$ cat config.mk
export PLATFORM = sky130hd
export DESIGN_NAME = downsample_engine
export DESIGN_NICKNAME = d
export VERILOG_FILES = /design/src/rtl/downsample_engine.sv
export SDC_FILE = /design/constraint.sdc
export NUM_CORES = 1
export LEC_CHECK = 0
export ABC_AREA = 0
export CAP_MARGIN = 20
export CORE_ASPECT_RATIO = 0.8
export CORE_UTILIZATION = 55
export DETAILED_ROUTE_END_ITERATION = 8
export PLACE_DENSITY_LB_ADDON = 0.2
export SLEW_MARGIN = 25
export SYNTH_ARGS = -nofsm -noshare
export SYNTH_HDL_FRONTEND = slang
export SYNTH_SLANG_ARGS = --single-unit
$ cat constraint.sdc
create_clock -name clk -period 2.5 [get_ports clk]
set_input_delay 0.5 -clock clk [delete_from_list [all_inputs] [get_ports clk]]
set_output_delay 0.5 -clock clk [all_outputs]
set_load 0.01 [all_outputs]
$ cat src/rtl/downsample_engine.sv
// Hardwired image downsampler: walks FxF source blocks in data RAM and writes
// one decimated or box-averaged pixel per block to a destination buffer.
module downsample_engine #(
    parameter int DATA_W   = 8,
    parameter int ADDR_W   = 16,
    parameter int IMG_W    = 16,
    parameter int IMG_H    = 16,
    parameter int LOG2F    = 1,
    parameter int SRC_BASE = 0,
    parameter int DST_BASE = 16'h1000
) (
    input  logic              clk,
    input  logic              reset,
    input  logic              enable,
    input  logic              mode,
    input  logic [DATA_W-1:0] d_in,
    output logic [ADDR_W-1:0] addr_out,
    output logic [DATA_W-1:0] dout,
    output logic              read,
    output logic              write,
    output logic              finish
);

    localparam int F     = 1 << LOG2F;
    localparam int OW    = IMG_W / F;
    localparam int OH    = IMG_H / F;
    localparam int OXW   = (OW > 1) ? $clog2(OW) : 1;
    localparam int OYW   = (OH > 1) ? $clog2(OH) : 1;
    localparam int ACC_W = DATA_W + 2 * LOG2F;

    typedef enum logic [2:0] {S_IDLE, S_RD, S_CAP, S_WR, S_DONE} state_t;

    state_t             r_state;
    logic               r_mode;
    logic [OXW-1:0]     r_ox;
    logic [OYW-1:0]     r_oy;
    logic [LOG2F-1:0]   r_kx;
    logic [LOG2F-1:0]   r_ky;
    logic [ADDR_W-1:0]  r_dst;
    logic [ACC_W-1:0]   r_acc;

    logic [ADDR_W-1:0]  w_src;
    logic [DATA_W-1:0]  w_avg;
    logic               w_last_x;
    logic               w_last_y;

    assign w_src    = ADDR_W'(SRC_BASE + (int'(r_oy) * F + int'(r_ky)) * IMG_W
                              + int'(r_ox) * F + int'(r_kx));
    assign w_avg    = DATA_W'(r_acc >> (2 * LOG2F));
    assign w_last_x = (r_ox == OXW'(OW - 1));
    assign w_last_y = (r_oy == OYW'(OH - 1));

    always_ff @(posedge clk or posedge reset) begin
        if (reset) begin
            r_state  <= S_IDLE;
            r_mode   <= 1'b0;
            r_ox     <= '0;
            r_oy     <= '0;
            r_kx     <= '0;
            r_ky     <= '0;
            r_dst    <= '0;
            r_acc    <= '0;
            addr_out <= '0;
            dout     <= '0;
            read     <= 1'b0;
            write    <= 1'b0;
            finish   <= 1'b0;
        end else begin
            case (r_state)
                S_IDLE: begin
                    read   <= 1'b0;
                    write  <= 1'b0;
                    finish <= 1'b0;
                    if (enable) begin
                        r_mode  <= mode;
                        r_ox    <= '0;
                        r_oy    <= '0;
                        r_kx    <= '0;
                        r_ky    <= '0;
                        r_acc   <= '0;
                        r_dst   <= ADDR_W'(DST_BASE);
                        r_state <= S_RD;
                    end
                end
                // Abort drops strobes on this edge; the access already on the bus completes.
                S_RD, S_CAP, S_WR: begin
                    if (!enable) begin
                        read    <= 1'b0;
                        write   <= 1'b0;
                        r_state <= S_IDLE;
                    end else if (r_state == S_RD) begin
                        addr_out <= w_src;
                        read     <= 1'b1;
                        write    <= 1'b0;
                        r_state  <= S_CAP;
                    end else if (r_state == S_CAP) begin
                        read  <= 1'b0;
                        r_acc <= r_mode ? r_acc + ACC_W'(d_in) : ACC_W'(d_in);
                        if (!r_mode || (&r_kx && &r_ky)) begin
                            r_state <= S_WR;
                        end else begin
                            r_kx <= r_kx + LOG2F'(1);
                            if (&r_kx) begin
                                r_ky <= r_ky + LOG2F'(1);
                            end
                            r_state <= S_RD;
                        end
                    end else begin
                        addr_out <= r_dst;
                        dout     <= r_mode ? w_avg : r_acc[DATA_W-1:0];
                        write    <= 1'b1;
                        read     <= 1'b0;
                        r_acc    <= '0;
                        r_kx     <= '0;
                        r_ky     <= '0;
                        r_dst    <= r_dst + ADDR_W'(1);
                        if (w_last_x) begin
                            r_ox <= '0;
                            r_oy <= w_last_y ? '0 : r_oy + OYW'(1);
                        end else begin
                            r_ox <= r_ox + OXW'(1);
                        end
                        r_state <= (w_last_x && w_last_y) ? S_DONE : S_RD;
                    end
                end
                S_DONE: begin
                    read   <= 1'b0;
                    write  <= 1'b0;
                    finish <= enable;
                    if (!enable) begin
                        r_state <= S_IDLE;
                    end
                end
                default: begin
                    read    <= 1'b0;
                    write   <= 1'b0;
                    finish  <= 1'b0;
                    r_state <= S_IDLE;
                end
            endcase
        end
    end

endmodule
**Word-level counts from Yosys, hierarchy flattened**

Index checks and enable logic that the tools add are counted.

- Flip-flop bits (word level): 65

- Reduce and logical (&&, ||, !) cells: 16
- Multiplexer cells: 54
- Equal/unequal tests: 16
- Bitwise logic cells: 2
- Add/sub/neg operators: 9

Operators with widths:

| cell | number |
|---|---|
| 16-bit 2-to-1 mux | 6 |
| 10-bit 2-to-1 mux | 5 |
| 3-bit 2-to-1 mux | 16 |
| 16-bit one-hot mux with 2 select lines | 1 |
| 10-bit one-hot mux with 2 select lines | 1 |
| 1-bit 2-to-1 mux | 17 |
| 16-bit by 1-bit adder with 16-bit output, second input constant | 1 |
| 2-bit inequality test, second input constant | 7 |
| 3-bit one-hot mux with 2 select lines | 2 |
| 6-bit AND reduction | 2 |
| 10-bit by 1-bit adder with 11-bit output | 1 |
| 10-bit by 8-bit adder with 10-bit output | 1 |
| 9-bit by 4-bit adder with 10-bit output | 1 |
| 5-bit AND reduction | 2 |
| 3-bit equality test, second input constant | 3 |
| 3-bit one-hot mux with 3 select lines | 1 |
| 8-bit 2-to-1 mux | 1 |
| 4-bit AND reduction | 2 |
| 3-bit by 1-bit adder with 3-bit output, second input constant | 2 |
| 3-bit by 2-bit equality test with 1-bit output, second input constant | 2 |
| 3-bit inequality test, second input constant | 2 |
| 1-bit one-hot mux with 2 select lines | 3 |
| 4-bit by 1-bit adder with 5-bit output | 1 |
| 4-bit inequality test, second input constant | 1 |
| other kinds (12) | 16 |

**Longest topological paths before layout**

Gate-level depths: netlist of run 1.

- Word-level depth: 7
- Mapped depth: 8
- Depth with buffers taken out: 7

**Worst setup path after synthesis of run 1**

Ideal clock, no wire load.

- Path kind: input port to flip-flop
- Start point: in d_in[0]
- End point: reg r_acc[6]
- Library setup time: 0.126 ns
- Data arrival time: 1.905 ns
- Path slack: 0.469 ns
- Cell stages on the path: 7
- Required time: 2.374 ns
- Cell sequence: ha_1 -> fa_1 -> a21o_1 -> a31o_2 -> a21o_1 -> a31oi_1 -> o21ai_0

- Word-level cells in the longest chain between the ends: 6

Ends and longest elaborated chain:

| item | RTL line | text |
|---|---|---|
| start: declaration | 16 | `input logic [DATA_W-1:0] d_in,` |
| 10-bit by 8-bit adder with 10-bit output | 98 | `r_acc <= r_mode ? r_acc + ACC_W'(d_in) : ACC_W'(d_in);` |
| 10-bit 2-to-1 mux | 98 |  |
| 10-bit 2-to-1 mux | 96 | `end else if (r_state == S_CAP) begin` |
| 10-bit 2-to-1 mux | 91 | `end else if (r_state == S_RD) begin` |
| 10-bit 2-to-1 mux | 87 | `if (!enable) begin` |
| 10-bit one-hot mux with 2 select lines | 69 | `case (r_state)` |
| end signal: assignment | 98 |  |
| end: declaration | 40 | `logic [ACC_W-1:0] r_acc;` |

No other way between the ends. The select of a mux whose other input is x is not followed.
A chain may end at the register's enable or synchronous reset.

**Worst setup path after layout of run 1**

- Start point: in d_in[1]
- End point: reg r_acc[9]

The elaborated chain is that of the path after synthesis.

==> impl_metrics.csv, run 1 <==
group,metric,value,unit
drt,wirelength,7530,microns
pwr,p_clk_share,43.0,%
worst_setup_path,startpoint_type,"input pin",
sta,fin_crit_sh,92.0,%
logic_synthesis,synth_edf_count,0,
pwr,p_seq_share,43.8,%
worst_setup_path,timing.rr.end,"r_acc[9]",
cells_and_area,final_util,73.6,%
sta,skew,0.00726,ns
pwr,p_leak,0.00191,uW
run_status,status,"finished, final reports clean",
logic_synthesis,ys_warn_count,0,
worst_setup_path,reg2reg_from,"r_acc[1]",
global_route,gr-total-overflow,0,
cells_and_area,drive_above_1_share,12.1,%
pwr,power.switching,644,uW
cells_and_area,diodes,0,
global_route,grt_start_max_net_pins,29,
logic_synthesis,synth_cells,330,
sta,fin_ws,0.199,ns
drt,first_iter_violations,209,
logic_synthesis,yosysMostFrequentCell,"dfrtp_1",
placement,dp_hpwl,5390,microns
placement,place.gp.congestion,0.881,
drt,avgRoutedWirePerCell,16.1,microns
worst_setup_path,cp_data_required_time,2.73,ns
sta,rsz0062_at_grt,"no",
logic_synthesis,synth_mux_area_share,6.68,%
pwr,sw_frac_of_total,24.9,%
worst_hold_path,worstHoldPathType,"reg -> reg",
drt,via_per_inst,5.86,
cells_and_area,layout.nets,410,
pwr,p_int,1940,uW
worst_setup_path,crit_chain,"clkdlybuf4s50_1 -> ha_1 -> a211oi_1 -> o21ai_0 -> a41o_1 -> nor4b_1 -> a211o_1",
placement,place_area,3910,sq um
cells_and_area,regArea,1630,sq um
pwr,ir_drop,465,uV
placement,io_buffer_count,38,
sta,slew_headroom,58.5,%
logic_synthesis,synth.net_count,356,
logic_synthesis,synthTopCellsByArea,"dfrtp_1 49%, mux2i_1 6.0%, o21ai_0 5.3%",
job,cap_viol_max_count,0,
global_route,grt_pass1_vias,2565,
sta,clock.fmax,435,MHz
drt,final_antenna_net_count,0,
clocking,clock_latency,0.34,ns
worst_setup_path,critPathMaxFanout,3,
logic_synthesis,async_reset_ff_share,100,%
drt,remaining_drc_errors,0,
worst_setup_path,slowest_stage,"clkdlybuf4s50_1",
clocking,hold_buffers,0,
global_route,grt_pass1_wl,12600,microns
pwr,comb_power_share,13.3,%
worst_hold_path,min_to,"dout[3]",
floorplan,initial_core_util,59.0,%
logic_synthesis,netlist_area,3330,sq um
sta,worst_pin_slew,0.622,ns
floorplan,core_area,5650,sq um
logic_synthesis,ys_types,47,
logic_synthesis,yosys.area_share.simple,16.2,%
global_route,antenna_found_initial,0,
clocking,cts.sinks,65,
logic_synthesis,synth_xor_area_share,4.73,%
floorplan,ioPinCount,39,
worst_setup_path,path_delay_family,"compound AO/OA/AOI/OAI gates",
sta,maxSlewViolCount,0,
floorplan,die_area,6380,sq um
drt,vias,2736,
logic_synthesis,synth_fa_ha_area_share,5.48,%
clocking,cts.clk_slew.worst_paths,0.07,ns
cells_and_area,fill_cells,425,
pwr,finalPower,2590,uW
logic_synthesis,avgSynthCellArea,10.1,sq um
clocking,cts-htree-levels,3,
placement,pre_cts_slack,-0.0987,ns
cells_and_area,multi_input_area,1620,sq um
logic_synthesis,synth_top_family_by_area,"simple AND/OR/NAND/NOR gates",
sta,setup_viol,0,
worst_setup_path,crit_type,"in -> reg",
floorplan,rows,24,
logic_synthesis,synth_top_area_share,48.8,%
logic_synthesis,synth_compound_area_share,15.6,%
global_route,grt_usage,26.5,%
logic_synthesis,ys_seq_area_share,48.8,%
worst_setup_path,max_stage_delay,0.47,ns
logic_synthesis,synth_seq_cells,65,
clocking,cts_tree,"yes",
clocking,clockRootBuffer,"clkbuf_8",
clocking,cts.repair.resized,0,
floorplan,die_x,89.0,microns
pwr,power_density,623,nW/um^2
logic_synthesis,post-synth-top-area-cell,"dfrtp_1",
clocking,cts_setup_buffers,0,
cells_and_area,final_design_area_no_fill,4160,sq um
worst_setup_path,r2r_cells,6,
worst_hold_path,min_from,"dout[3]",
logic_synthesis,ys.flop_type,"dfrtp_1",
sta,hold_viol,0,
drt,firstDrtPassIters,5,
worst_setup_path,crit_path_end_kind,"flop",
clocking,cts-buffers-inserted,9,
worst_hold_path,min_path_cells,2,
worst_setup_path,r2r_setup_slack,0.42,ns
sta,fin_crit,2.30,ns
worst_setup_path,critical_path_buf_inv_count,1,
worst_setup_path,crit_arrival,2.53,ns
cells_and_area,syn_to_final_growth,24.7,%
clocking,clockBufferDepth,2,
floorplan,die_h,71.6,microns
logic_synthesis,synth_commonest_cells,"65 x dfrtp_1, 46 x nand2_1, 35 x o21ai_0, 23 x nor2_1, 20 x mux2i_1",
## registers in the layout (all words and copies together), names as in the netlist
name	cells
r_state	3
write	1
r_kx	1
r_acc	10
dout	8
r_oy	3
r_mode	1
read	1
addr_out	16
r_ky	1
r_dst	16
finish	1
r_ox	3
## worst max-delay path by stage
stage               startpoint           to  slack (ns)  cells after the start
finish                 d_in[1]     r_acc[9]        0.20                      7
global route           d_in[1]     r_acc[9]        0.14                      7
CTS                    d_in[1]     r_acc[9]        0.25                      7
detailed placement     d_in[1]     r_acc[9]        -0.1                      7
global placement       d_in[0]     r_acc[6]       -0.05                      8
floorplan                reset  addr_out[0]        0.37                      1
## layout make-up
class / instances / area share (%)
Multi-Input combinational cell: 245 / 39.1
Inverter: 6 / 0.542
Sequential cell: 65 / 39.1
Tap cell: 78 / 2.35
Timing Repair Buffer: 57 / 12.9
Clock inverter: 6 / 2.71
Clock buffer: 10 / 3.31
## cell families (layout without fill, tap and decap cells)
logic type               Yosys count  in the layout
buffers and inverters             20             79
multiplexers                      22             22
adder cells (fa/ha/maj)           14             14
flip-flops                        65             65
AO/OA/AOI/OAI                     80             80
AND/OR/NAND/NOR                  111            111
XOR/XNOR                          18             18
## through the flow
step           TNS [ns]  cells  hold WS (ns)
6_report              0    467         0.480
5_1_grt               0    467         0.519
4_1_cts               0    467         0.489
3_5_place_dp     -0.247    451         0.471
3_3_place_gp     -0.101    451         0.461
2_1_floorplan         0    330         0.475
## routing by layer
metal | GRT usage (%) | share of wire, % | up-vias
met5 | 0 | 0 | -
met4 | 6.70 | 0.86 | 0
met3 | 7.26 | 7.6 | 8
met2 | 39.7 | 46 | 126
met1 | 38.5 | 46 | 1310
li1 | - | - | 1292
## power by group through the flow
stage | sequential, uW | combinational, uW | clock, uW
floorplan | 1150 | 207 | 0
global placement | 1150 | 328 | 0
detailed placement | 1150 | 341 | 0
CTS | 1130 | 344 | 1140
global route | 1140 | 380 | 1180
finish | 1130 | 343 | 1110
## cell usage in the layout (no fill, tap or decap), drive strengths merged, types with 10 or more instances in the layout
master	n
a22o	10
buf	19
clkbuf	10
clkdlybuf4s50	38
dfrtp	65
ha	13
mux2i	20
nand2	46
nor2	25
o21ai	35
xor2	10
## tightest hold or removal path, cell delays in order (launching register included)
cell and delay [ns]:
dfrtp_1 0.34, nand2_1 0.04, o21ai_0 0.06
(Power assumes the default switching activity.)
==> run 2: changes to the inputs <==
==> constraint.sdc (replaced) <==
create_clock -name clk -period 2.8 [get_ports clk]
set_input_delay 0.42 -clock clk [delete_from_list [all_inputs] [get_ports clk]]
set_output_delay 0.42 -clock clk [all_outputs]
set_load 0.01 [all_outputs]
==> run 2 against run 1 <==
Largest power group unchanged. Sequential power fell by 9%. Combinational power fell by 21%. Setup slack improved by 0.39 ns. Sequential share of layout area rose by 1.0 points. Global-route usage fell by 0.44 points. Power fell by 16%. Flip-flop and latch count did not move. Clock-buffer cell count rose by 2. Worst hold slack got worse by 0.061 ns. Highest routed layer unchanged.
==> impl_metrics.csv, run 2 (synthesis gave the netlist of run 1 again) <==
group,metric,value,unit
run_status,status,"finished, final reports clean",
job,cap_viol_max_count,0,
sta,worst_pin_slew,0.795,ns
floorplan,die_area,6380,sq um
placement,dp_hpwl,5140,microns
drt,remaining_drc_errors,0,
sta,skew,0.00740,ns
sta,fin_crit_sh,79.1,%
global_route,antenna_found_initial,0,
cells_and_area,final_cell_mix,"65 x dfrtp_1, 46 x nand2_1, 38 x clkdlybuf4s50_1",
floorplan,die_x,89.0,microns
placement,place_area,3840,sq um
drt,via_per_inst,5.80,
clocking,hold_buffers,0,
global_route,grt_usage,26.1,%
placement,place.gp.congestion,0.831,
clocking,clockBufferDepth,2,
clocking,cts_tree,"yes",
worst_setup_path,cp_data_required_time,3.04,ns
drt,vias,2651,
clocking,clock_latency,0.35,ns
floorplan,ioPinCount,39,
drt,avgRoutedWirePerCell,16.1,microns
worst_setup_path,crit_type,"in -> reg",
floorplan,rows,24,
sta,fin_crit,2.21,ns
worst_setup_path,r2r_setup_slack,0.72,ns
worst_setup_path,crit_chain,"clkdlybuf4s50_1 -> ha_1 -> a211oi_1 -> o21ai_0 -> a41o_1 -> nor4b_1 -> a211o_1",
clocking,cts-htree-levels,3,
sta,hold_viol,0,
cells_and_area,drive_above_1_share,9.23,%
worst_setup_path,crit_path_end_kind,"flop",
floorplan,initial_core_util,59.0,%
floorplan,die_h,71.6,microns
drt,wirelength,7340,microns
worst_setup_path,slowest_stage,"clkdlybuf4s50_1",
sta,maxSlewViolCount,0,
pwr,ir_drop,389,uV
clocking,cts-buffers-inserted,9,
global_route,grt_pass1_wl,12400,microns
drt,first_iter_violations,207,
worst_setup_path,startpoint_type,"input pin",
sta,fin_tns_setup,0,ns
drt,firstDrtPassIters,4,
worst_setup_path,timing.rr.end,"r_dst[12]",
worst_hold_path,worstHoldPathType,"in -> async",
cells_and_area,diodes,0,
worst_setup_path,r2r_cells,4,
sta,clock.fmax,452,MHz
cells_and_area,syn_to_final_growth,21.4,%
drt,final_antenna_net_count,0,
sta,setup_viol,0,
worst_setup_path,reg2reg_from,"r_state[0]",
clocking,cts.clk_slew.worst_paths,0.07,ns
cells_and_area,largestRegisters,"addr_out: 16 flops, r_dst: 16 flops, r_acc: 10 flops",
clocking,cts_setup_buffers,0,
cells_and_area,mostFrequentLayoutCell,"dfrtp_1",
clocking,cts.sinks,65,
global_route,grt_pass1_vias,2519,
placement,io_buffer_count,38,
global_route,grt_start_max_net_pins,44,
worst_setup_path,critPathMaxFanout,3,
sta,slew_headroom,47.0,%
sta,rsz0062_at_grt,"no",
cells_and_area,layout.nets,401,
pwr,power_density,536,nW/um^2
global_route,gr-total-overflow,0,
worst_setup_path,crit_arrival,2.45,ns
clocking,cts.repair.resized,0,
floorplan,core_area,5650,sq um
cells_and_area,final_design_area_no_fill,4050,sq um
pwr,p_leak,0.00185,uW
clocking,clockRootBuffer,"clkbuf_8",
worst_setup_path,max_stage_delay,0.48,ns
==> run 2: worst max path at each step <==
stage               startpoint           to  cells past startpoint
global placement       d_in[0]     r_acc[6]                      8
global route           d_in[4]     r_acc[9]                      7
detailed placement     d_in[0]     r_acc[8]                      8
floorplan                reset  addr_out[0]                      1
CTS                    d_in[0]     r_acc[6]                      8
finish                 d_in[1]     r_acc[9]                      7
==> run 2: cell type report <==
type                            count  area, sq um
Sequential cell                    65         1630
Multi-Input combinational cell    245         1620
Fill cell                         445         1600
Timing Repair Buffer               48          468
Clock buffer                       12          145
Tap cell                           78         97.6
Clock inverter                      3         65.1
Inverter                            6         22.5
==> run 2: metal layers <==
layer  up-vias  global-route usage, %  part of all wire, %
met5         -                      0                    0
met4         0                   9.88                  1.5
met3        11                   7.60                  5.1
met2        61                   36.2                   44
met1      1305                   38.7                   49
li1       1274                      -                    -
==> run 2: power breakdown <==
group / leakage [uW] / total, uW / switching (uW) / internal [uW]
Combinational: 0.000849 / 271 / 144 / 128
Sequential: 0.000892 / 1030 / 51.7 / 976
Clock: 0.000106 / 869 / 349 / 520
==> run 2: critical path, delay by kind of cell <==
family	cells	cell delay, ns
buf+inv	1	0.48
simple gates	1	0.14
fa+ha+maj	1	0.34
compound gates	4	1.07
==> run 2: metrics by stage <==
| step | power (uW) | setup slack [ns] | hold slack (ns) | utilization, % | std cells |
|---|---|---|---|---|---|
| finish | 2170 | 0.586 | 0.419 | 71.7 | 457 |
| global route | 2270 | 0.494 | 0.471 | 71.7 | 457 |
| CTS | 2180 | 0.640 | 0.433 | 71.7 | 457 |
| detailed placement | 1310 | 0.271 | 0.471 | 68.0 | 442 |
| global placement | 1300 | 0.335 | 0.461 | 68.0 | 442 |
| floorplan | 1210 | 0.754 | 0.475 | - | 330 |
==> run 3: changes to the inputs <==
- CORE_UTILIZATION: 55 -> 50
- clock period: 2.8 -> 1.95 ns (I/O delays scaled with it)
==> run 3 against run 2 <==
Wire length rose by 2.7%. Clock power rose by 35%. First-iteration DRC count fell by 29%. Global-route usage fell by 2.3 points. Register-to-register slack got worse by 0.66 ns. Clock skew rose by 0.00096 ns. Critical path depth rose by 1. Critical endpoint is now r_acc[6]. Largest cell class is now multi-input gates.
==> impl_metrics.csv, run 3 (synthesis gave the netlist of run 1 again) <==
group,metric,value,unit
cells_and_area,fill_cells,518,
cells_and_area,drive_above_1_share,18.4,%
cells_and_area,diodes,0,
cells_and_area,syn_to_final_growth,30.1,%
placement,place.gp.congestion,0.856,
floorplan,die_area,7000,sq um
drt,wirelength,7530,microns
floorplan,die_x,93.3,microns
worst_hold_path,worstHoldPathType,"in -> async",
sta,fin_crit,1.90,ns
pwr,ir_drop,473,uV
sta,hold_viol,0,
drt,first_iter_violations,146,
drt,vias,2715,
sta,setup_viol,0,
clocking,clockRootBuffer,"clkbuf_8",
clocking,clock_latency,0.34,ns
floorplan,rows,26,
cells_and_area,layout.nets,434,
sta,rsz0062_at_grt,"no",
global_route,grt_usage,23.7,%
cells_and_area,mostFrequentLayoutCell,"dfrtp_1",
clocking,cts-htree-levels,3,
clocking,cts.sinks,65,
sta,fin_crit_sh,97.3,%
worst_setup_path,crit_path_end_kind,"flop",
global_route,grt_pass1_vias,2600,
sta,skew,0.00836,ns
floorplan,core_area,6410,sq um
global_route,gr-total-overflow,0,
global_route,grt_start_max_net_pins,66,
job,cap_viol_max_count,0,
cells_and_area,largestRegisters,"addr_out: 16 flops, r_dst: 16 flops, r_acc: 10 flops",
drt,final_antenna_net_count,0,
worst_setup_path,cp_data_required_time,2.17,ns
worst_setup_path,startpoint_type,"input pin",
global_route,antenna_found_initial,0,
sta,maxSlewViolCount,0,
clocking,cts.clk_slew.worst_paths,0.08,ns
cells_and_area,final_cell_mix,"65 x dfrtp_1, 46 x nand2_1, 41 x buf_4",
drt,via_per_inst,5.46,
clocking,hold_buffers,0,
floorplan,ioPinCount,39,
sta,whs,0.353,ns
sta,slew_headroom,74.0,%
drt,firstDrtPassIters,4,
pwr,finalPower,3100,uW
placement,dp_hpwl,5370,microns
worst_setup_path,crit_type,"in -> reg",
worst_setup_path,critPathMaxFanout,3,
global_route,grt_pass1_wl,12600,microns
clocking,cts-buffers-inserted,9,
run_status,status,"finished, final reports clean",
floorplan,initial_core_util,52.0,%
sta,clock.fmax,527,MHz
sta,worst_pin_slew,0.384,ns
clocking,clockBufferDepth,2,
pwr,p_leak,0.00201,uW
drt,remaining_drc_errors,0,
worst_setup_path,crit_arrival,2.12,ns
drt,avgRoutedWirePerCell,15.2,microns
pwr,power_density,716,nW/um^2
clocking,cts_tree,"yes",
placement,io_buffer_count,38,
floorplan,die_h,75.0,microns
[run 3: cell count changes in the layout (fill, tap and decap cells not counted), moves of 2 or more]
cell        before  now
buf_4            9   41
clkbuf_1         2    0
clkinvlp_4       0    3
ha_1            13   11
[run 3: layer usage]
| metal | wire, microns | track usage [%] | share of wire (%) | vias up |
|---|---|---|---|---|
| met4 | 89 | 6.32 | 1.2 | 0 |
| li1 | - | - | - | 1343 |
| met3 | 258 | 6.16 | 3.4 | 8 |
| met2 | 3380 | 37.1 | 45 | 51 |
| met1 | 3810 | 33.2 | 51 | 1313 |
| met5 | 0 | 0 | 0 | - |
[run 3: worst paths after layout]
| path | startpoint | end | slack (ns) | depth (start not counted) |
|---|---|---|---|---|
| max | d_in[4] | r_acc[6] | 0.05 | 8 |
| min | reset | addr_out[13] | 0.35 | 3 |
| max reg2reg | r_acc[4] | r_acc[6] | 0.06 | 7 |
| min reg2reg | dout[1] | dout[1] | 0.48 | 2 |
| max in group asynchronous | reset | finish | 1.30 | 3 |
| min in group clk | dout[1] | dout[1] | 0.48 | 2 |
[run 3: cell type report]
class	instances	area [sq um]	share of cell area [%]
multi-input combinational	245	1650	38.0
sequential	65	1630	37.5
clock buffer	10	138	3.17
timing repair buffer	81	728	16.8
inverter	6	22.5	0.519
tap	84	105	2.42
clock inverter	6	66.3	1.53
[run 3: power by group]
part / switching [uW] / internal [uW]
logic: 251 / 239
clock network: 543 / 627
registers: 43.6 / 1400
[run 3: through the flow]
stage	worst slack, ns	setup TNS [ns]	utilization, %	std cells	cell area (sq um)
3_5_place_dp	-0.440	-2.87	63.8	479	4090
6_report	0.0532	0	67.6	497	4340
5_1_grt	0.00844	0	67.6	497	4340
4_1_cts	-0.0291	-0.0324	67.0	495	4300
2_1_floorplan	0.0310	0	-	330	3330
3_3_place_gp	-0.383	-2.36	63.8	479	4090
[run 3: timing repair]
action,CTS,global route
setup buffers,0,2
gates resized for setup,2,5
endpoints found under the setup margin,3,6
hold endpoints to repair,0,0
pin swaps,0,3
cloned,0,0
[run 3: critical path, stage by stage]
cell             delay (ns)
clkdlybuf4s50_1        0.43
ha_1                   0.33
buf_4                  0.16
a211o_1                0.28
a31o_2                 0.24
a21o_1                 0.16
a31oi_1                0.15
o21ai_0                0.08
